[config.mk]
export PLATFORM = sky130hd
export DESIGN_NAME = adder_result_buffer
export DESIGN_NICKNAME = d
export VERILOG_FILES = /design/src/rtl/adder_pipe_pkg.sv /design/src/rtl/adder_result_fifo_mem.sv /design/src/rtl/adder_result_buffer.sv
export SDC_FILE = /design/constraint.sdc
export NUM_CORES = 1
export LEC_CHECK = 0
export CORE_MARGIN = 3
export CORE_UTILIZATION = 40
export CTS_BUF_LIST = sky130_fd_sc_hd__clkbuf_8
export CTS_CLUSTER_DIAMETER = 80
export CTS_CLUSTER_SIZE = 8
export DETAILED_ROUTE_END_ITERATION = 12
export PLACE_DENSITY = 0.58
export REMOVE_ABC_BUFFERS = 1
export SETUP_SLACK_MARGIN = 0.1
export SYNTH_ARGS = -nofsm -noshare
export SYNTH_HDL_FRONTEND = slang
export SYNTH_SLANG_ARGS = --single-unit
[constraint.sdc]
create_clock -name clk -period 2.9 [get_ports clk]
set_input_delay 0.29 -clock clk [delete_from_list [all_inputs] [get_ports clk]]
set_output_delay 0.29 -clock clk [all_outputs]
set_load 0.02 [all_outputs]
[src/rtl/adder_pipe_pkg.sv]
// Shared definitions for the 64-bit pipelined adder and its result buffer.
// Result word is {carry, sum}, RES_W bits wide.
package adder_pipe_pkg;

    localparam int DATA_WIDTH = 64;
    localparam int PIPE_LAT   = 4;
    localparam int RES_W      = DATA_WIDTH + 1;

    typedef struct packed {
        logic                  carry;
        logic [DATA_WIDTH-1:0] sum;
    } add_res_t;

    function automatic add_res_t add_res(
        input logic [DATA_WIDTH-1:0] a,
        input logic [DATA_WIDTH-1:0] b
    );
        add_res_t r;
        {r.carry, r.sum} = {1'b0, a} + {1'b0, b};
        return r;
    endfunction

endpackage

[src/rtl/adder_result_fifo_mem.sv]
// Register-array storage for the adder result FIFO.
// One synchronous write port, one asynchronous read port.
module adder_result_fifo_mem
    import adder_pipe_pkg::*;
#(
    parameter int DEPTH = 8,
    parameter int AW    = $clog2(DEPTH)
) (
    input  logic             clk,
    input  logic             rst_n,
    input  logic             we,
    input  logic [AW-1:0]    waddr,
    input  logic [RES_W-1:0] wdata,
    input  logic [AW-1:0]    raddr,
    output logic [RES_W-1:0] rdata
);

    logic [RES_W-1:0] mem [DEPTH];

    always_ff @(posedge clk or negedge rst_n) begin
        if (!rst_n) begin
            for (int i = 0; i < DEPTH; i++) begin
                mem[i] <= '0;
            end
        end else if (we) begin
            mem[waddr] <= wdata;
        end
    end

    assign rdata = mem[raddr];

endmodule

[src/rtl/adder_result_buffer.sv]
// Result FIFO behind the pipelined adder: captures results on res_en,
// presents them valid/ready, and issues credit for new operands.
module adder_result_buffer
    import adder_pipe_pkg::*;
#(
    parameter int DEPTH = 8
) (
    input  logic                       clk,
    input  logic                       rst_n,
    input  logic                       issue_en,
    output logic                       issue_ok,
    input  logic                       res_en,
    input  logic [RES_W-1:0]           res_data,
    output logic                       m_valid,
    input  logic                       m_ready,
    output logic [RES_W-1:0]           m_data,
    output logic [$clog2(DEPTH+1)-1:0] fill,
    output logic                       err_ovf
);

    localparam int AW = $clog2(DEPTH);
    localparam int FW = $clog2(DEPTH + 1);
    localparam int SW = $clog2(2 * DEPTH + 1);

    localparam logic [FW-1:0] FULL_CNT = FW'(DEPTH);
    localparam logic [SW-1:0] CRED_LIM = SW'(DEPTH);

    logic [AW-1:0]    wr_ptr;
    logic [AW-1:0]    rd_ptr;
    logic [FW-1:0]    fill_q;
    logic [FW-1:0]    inflight;
    logic             err_q;
    logic [RES_W-1:0] head;
    logic [SW-1:0]    occ;
    logic             full;
    logic             empty;
    logic             push;
    logic             pop;
    logic             err_set;

    assign full  = (fill_q == FULL_CNT);
    assign empty = (fill_q == '0);
    assign pop   = !empty && m_ready;
    // A full FIFO still accepts a write when the head leaves this cycle.
    assign push  = res_en && (!full || pop);

    assign occ      = SW'(fill_q) + SW'(inflight);
    assign issue_ok = (occ < CRED_LIM);

    assign err_set = (issue_en && !issue_ok)
                   || (res_en && full && !pop)
                   || (res_en && (inflight == '0));

    assign m_valid = !empty;
    assign m_data  = m_valid ? head : '0;
    assign fill    = fill_q;
    assign err_ovf = err_q;

    adder_result_fifo_mem #(
        .DEPTH (DEPTH),
        .AW    (AW)
    ) u_mem (
        .clk   (clk),
        .rst_n (rst_n),
        .we    (push),
        .waddr (wr_ptr),
        .wdata (res_data),
        .raddr (rd_ptr),
        .rdata (head)
    );

    always_ff @(posedge clk or negedge rst_n) begin
        if (!rst_n) begin
            wr_ptr <= '0;
            rd_ptr <= '0;
            fill_q <= '0;
        end else begin
            if (push) begin
                wr_ptr <= wr_ptr + AW'(1);
            end
            if (pop) begin
                rd_ptr <= rd_ptr + AW'(1);
            end
            unique case ({push, pop})
                2'b10:   fill_q <= fill_q + FW'(1);
                2'b01:   fill_q <= fill_q - FW'(1);
                default: fill_q <= fill_q;
            endcase
        end
    end

    // Counter saturates so protocol violations cannot wrap it.
    always_ff @(posedge clk or negedge rst_n) begin
        if (!rst_n) begin
            inflight <= '0;
        end else if (issue_en && !res_en) begin
            if (inflight != FULL_CNT) begin
                inflight <= inflight + FW'(1);
            end
        end else if (res_en && !issue_en) begin
            if (inflight != '0) begin
                inflight <= inflight - FW'(1);
            end
        end
    end

    always_ff @(posedge clk or negedge rst_n) begin
        if (!rst_n) begin
            err_q <= 1'b0;
        end else if (err_set) begin
            err_q <= 1'b1;
        end
    end

endmodule

Yosys cells after proc, flatten, opt, wreduce, memory -nomap -nowiden. Cells that the tools add are included. Widths: inputs -> output; s select.

Register bits after elaboration: 535. Output and inout bits: 72. Logic and storage cells: 68.

Add/sub/neg operators: 7. Order comparisons: 4. Equal/unequal tests: 5. Mux-type cells: 12. Bitwise operators: 2. Reductions and logical operators: 25.

Operator list (count): $bwmux 520 (1); $mux 65 (4); $bmux 65 s3 (1); $demux 65 s3 (1); $mux 4 (4); $logic_and 1x1->1 (9); $add 4x1->4 const B (2); $ge 4x4->1 const B (2); $logic_not 4->1 (2); $not 3->4 (2); $pmux 4 s2 (1); $sub 4x1->4 const B (2); $add 3x1->3 const B (2); $logic_not 1->1 (6); $reduce_bool 2->1 (3); $add 4x4->5 (1); $lt 5x4->1 const B (1); $eq 4x4->1 const B (1); $lt 4x1->1 const B (1); $ne 4x4->1 const B (1); $reduce_bool 4->1 (1); $logic_or 1x1->1 (3); $reduce_and 3->1 (1); $eq 2x1->1 const B (1); 2 further kinds (2).

Longest topological paths before layout.
Word-level depth: 7. Gate-level depth with buffers: 10. Mapped depth without buffers: 10.

By module. A second synthesis with hierarchy kept.

Cell total of the unflattened synthesis: 1500. Area total of the unflattened synthesis: 24543.5 um^2.

By module, submodules not included: adder_result_fifo_mem (times used 1, cells each 1335, area each 23115.9 um^2, seq. area each 13012.5 um^2); adder_result_buffer (times used 1, cells each 165, area each 1427.6 um^2, seq. area each 375.4 um^2).

Worst setup path before layout. Ideal clock, no wire load.

Kind: flip-flop to flip-flop. Start: register fill_q[1] (netlist: fill[1]). End: register err_q (netlist: err_ovf). Library setup time: 0.186 ns. Arrival: 2.439 ns. Setup slack: 0.275 ns. Cell stages (with the launch flop): 5. Buffers on the path: 0. Period minus slack after synthesis: 2.625 ns. Path through: dfrtp_1 > ha_1 > a31o_2 > a2111oi_0 > o21ai_0.

Elaborated cells on any way between the ends: 13. Classes of those cells: 1 x add/sub; 1 x order compare; 1 x eq/ne; 10 x reduce/logical.

RTL lines: start: declaration (RTL line adder_result_buffer.sv:30) `logic [FW-1:0] fill_q;`; start signal: assignment (RTL line adder_result_buffer.sv:85) `2'b10: fill_q <= fill_q + FW'(1);`; start signal: assignment (RTL line adder_result_buffer.sv:86) `2'b01: fill_q <= fill_q - FW'(1);`; start signal: assignment (RTL line adder_result_buffer.sv:87) `default: fill_q <= fill_q;`; $add 4x4->5 (RTL line adder_result_buffer.sv:47) `assign occ = SW'(fill_q) + SW'(inflight);`; $lt 5x4->1 (RTL line adder_result_buffer.sv:48) `assign issue_ok = (occ < CRED_LIM);`; net issue_ok (RTL line adder_result_buffer.sv:11) `output logic issue_ok,`; $logic_not 1->1 (RTL line adder_result_buffer.sv:50) `assign err_set = (issue_en && !issue_ok)`; $logic_and 1x1->1 (RTL line adder_result_buffer.sv:50); $logic_or 1x1->1 (RTL line adder_result_buffer.sv:51) `|| (res_en && full && !pop)`; $logic_or 1x1->1 (RTL line adder_result_buffer.sv:52) `|| (res_en && (inflight == '0));`; end signal: assignment (RTL line adder_result_buffer.sv:109) `err_q <= 1'b0;`; end signal: assignment (RTL line adder_result_buffer.sv:111) `err_q <= 1'b1;`; end: declaration (RTL line adder_result_buffer.sv:32) `logic err_q;`.

The timed path passes the listed nets, and every way through them passes these cells. A chain may end at the register's enable or synchronous reset.

Worst setup path after layout.
Start: register rd_ptr[0]. End: output port m_data[48].

Cells in the longest elaborated chain, start to end: 5.

RTL lines: start: declaration (RTL line adder_result_buffer.sv:29) `logic [AW-1:0] rd_ptr;`; start signal: assignment (RTL line adder_result_buffer.sv:82) `rd_ptr <= rd_ptr + AW'(1);`; $not 3->4 (implied by the code) (RTL line adder_result_fifo_mem.sv:30) `assign rdata = mem[raddr];`; $bmux 65 s3 (RTL line adder_result_fifo_mem.sv:30); $mux 65 (implied by the code) (2 in a row) (RTL line adder_result_fifo_mem.sv:30); $mux 65 (RTL line adder_result_buffer.sv:55) `assign m_data = m_valid ? head : '0;`; end: declaration (RTL line adder_result_buffer.sv:16) `output logic [RES_W-1:0] m_data,`.

No other way between the ends. The select of a mux whose other input is x is not followed.

==> flow_summary.yaml <==
floorplanning:
  die_h_um: 254
  die-area_sq_um: 64400
  die_w_um: 254
  num_rows: 90
  core_sq_um: 60600
  start_util: 0.406
  io_pins: 142
layout:
  drive_above_1_share: 0.540
  fin_area_sq_um: 29000
  area_delta_synth_final_pct: 18.2
  fin_nets: 1778
sta:
  slew_headroom: 0.511
  finalClockSkew_ps: 28.6
  layout_min_cycle_time_ps: 2810
  rsz0062_at_grt: "true"
  finalSetupViolCount: 0
  worst_slack_ps: 86.3
  finalCritPeriodShare: 0.970
  tightest_slew_ps: 733
  slew_violations: 0
  hold_viol: 0
  fmax_mhz: 355
drt:
  vias_per_cell: 5.47
  routed-via-count: 13647
  routedWlPerCell_um: 23.9
  drc: 0
  antenna_left: 0
  routed_wl_um: 59700
  drt_pre_antenna_iters: 4
  first_iter_violations: 545
clock_network:
  root_buffer: "clkbuf_8"
  cts_tree: "done"
  cts_made_buffers: 77
  cts.sinks: 535
  clk_path_buf_depth: 3
  cts.htree.levels: 3
  clk_latency_ps: 650
  clkSlewWorstSetupHoldPaths_ps: 70
setup_path:
  cp_slowest_cell: "mux4_2"
  r2r_setup_slack_ps: 510
  cp-start-kind: "flip-flop"
  crit_fanout: 5
  r2r.worst_path.cells: 6
  cpPeakStageDelay_ps: 490
  critical_path_required_ps: 2610
  path_cells: "buf_12 > buf_8 > clkbuf_16 > mux4_2 > mux2i_1 > nor2_2 > buf_4"
  critPathCaptureType: "primary output"
  worst_r2r_endpoint: "u_mem.mem[218]"
  critPathArrivalTime_ps: 2520
  path_class: "flip-flop to primary output"
  reg2reg_from: "fill[0]"
yosys:
  synth_area_sq_um: 24600
  yosysWarnings: 0
  synth_common_cells: "dfrtp_1, mux2_2, mux4_2, mux2_4, nor2_1"
  synth_largest_area_cell: "dfrtp_1"
  ys_seq_area_frac: 0.545
  synth_cell_types: 35
  yosysMostFrequentCell: "dfrtp_1"
  synth_top_area_frac: 0.545
  synth_ff_type: "dfrtp_1"
  ys_top_cells_by_area: "dfrtp_1, mux2_2, mux4_2"
  synth.avg_cell_area_sq_um: 16.4
  ys_async_sr_fraction: 1.00
  yosys_register_bits: 535
  netlist_instances: 1496
  synth_edf_count: 0
pwr:
  peakVddDrop_v: 0.000610
  powerDensity_nw_per_um2: 1270
  power_w: 0.0368
  power.leakage_nw: 12.8
global_routing:
  grt_pass1_vias: 14853
  antenna_found_initial: 6
  overflow: 0
  grtUsageTotal: 0.190
  grt_max_degree: 94
  grt_pass1_wl_um: 93000
placed_design:
  postPlaceCellArea_sq_um: 27300
  io_buffer_count: 141
  hpwlAfterDp_um: 32900
  dp_slack_ps: 281
  place_congestion: 0.701
run_status:
  status: "completed"
run:
  cap_violations: 0
hold_path:
  hold_class: "input pin to asynchronous set/reset pin"
==> metal layers <==
| layer | vias up | global-route usage | wire [um] |
|---|---|---|---|
| met4 | 2 | 0.0562 | 1110 |
| met3 | 82 | 0.0334 | 2470 |
| met1 | 7391 | 0.270 | 27700 |
| met5 | - | 0 | 8 |
| met2 | 231 | 0.302 | 28400 |
| li1 | 5941 | - | - |
==> cells by family (layout without fill, tap and decap cells) <==
family,after synthesis,in the layout,synth area share
adder cells (fa/ha/maj),12,12,0.00642
other,0,5,0
AND/OR/NAND/NOR,94,94,0.0169
multiplexers,717,717,0.400
buffers and inverters,110,320,0.0225
flip-flops,535,535,0.545
XOR/XNOR,13,13,0.00463
AO/OA/AOI/OAI,15,15,0.00443
==> placed cells by master, fill, tap and decap left out, types with 8 or more instances in the layout <==
master,n
buf_12,34
buf_16,14
buf_2,31
buf_4,46
clkbuf_8,78
clkdlybuf4s50_1,74
dfrtp_1,530
ha_1,11
inv_1,10
mux2_2,422
mux2_4,100
mux2i_1,50
mux2i_2,10
mux4_2,130
nand2_1,8
nor2_1,62
==> final cells by class <==
type	count	area (sq um)
Timing Repair Buffer	224	2690
Multi-Input combinational cell	851	10800
Tap cell	782	978
Clock buffer	78	1070
Sequential cell	535	13400
Inverter	7	26.3
Fill cell	5155	31600
Clock inverter	11	65.1
Antenna cell	5	12.5
==> critical path: cells and delay by family, from the launching register on <==
kind                   cells  cell delay, ps
muxes                      2             700
buffers and inverters      4             620
DFF                        1             450
and+or+nand+nor            1             100
==> through the flow <==
stage                     TNS [ps]  hold WS (ps)  instances  utilization
after floorplan            -578000         -5.59       1393            -
after global placement           0           345       2367        0.450
after detailed placement         0           346       2367        0.450
after CTS                     -557           207       2485        0.477
after global routing         -12.9           261       2491        0.479
final                            0           243       2493        0.479
==> where the power goes <==
group | switching (W) | leakage [nW] | internal [W]
clock | 0.00274 | 0.599 | 0.00242
combinational | 0.00789 | 5.80 | 0.0105
sequential | 0.00200 | 6.41 | 0.0113
==> worst max-delay path by stage <==
stage	from	to	slack (ps)	depth (start not counted)
floorplan	fill[1]	fill[2]	-4560	9
global placement	rd_ptr[0]	m_data[52]	280	6
detailed placement	rd_ptr[0]	m_data[16]	280	5
CTS	rd_ptr[0]	m_data[10]	-60	8
global route	rd_ptr[0]	m_data[48]	-10	7
finish	rd_ptr[0]	m_data[48]	90	7
==> sequential cells by signal (all words and copies together) (netlist names) <==
register and flops:
rd_ptr 3, err_ovf 1, wr_ptr 3, fill 4
u_mem.mem 520, inflight 4
==> what timing repair did <==
action	CTS	global route
cloned	13	3
hold endpoints to repair	58	0
pin swaps	3	10
resized for setup	316	42
hold buffers	1	0
buffers inserted	15	3
setup endpoints to repair	67	60
Note: power is estimated with default switching activity, not from simulation.
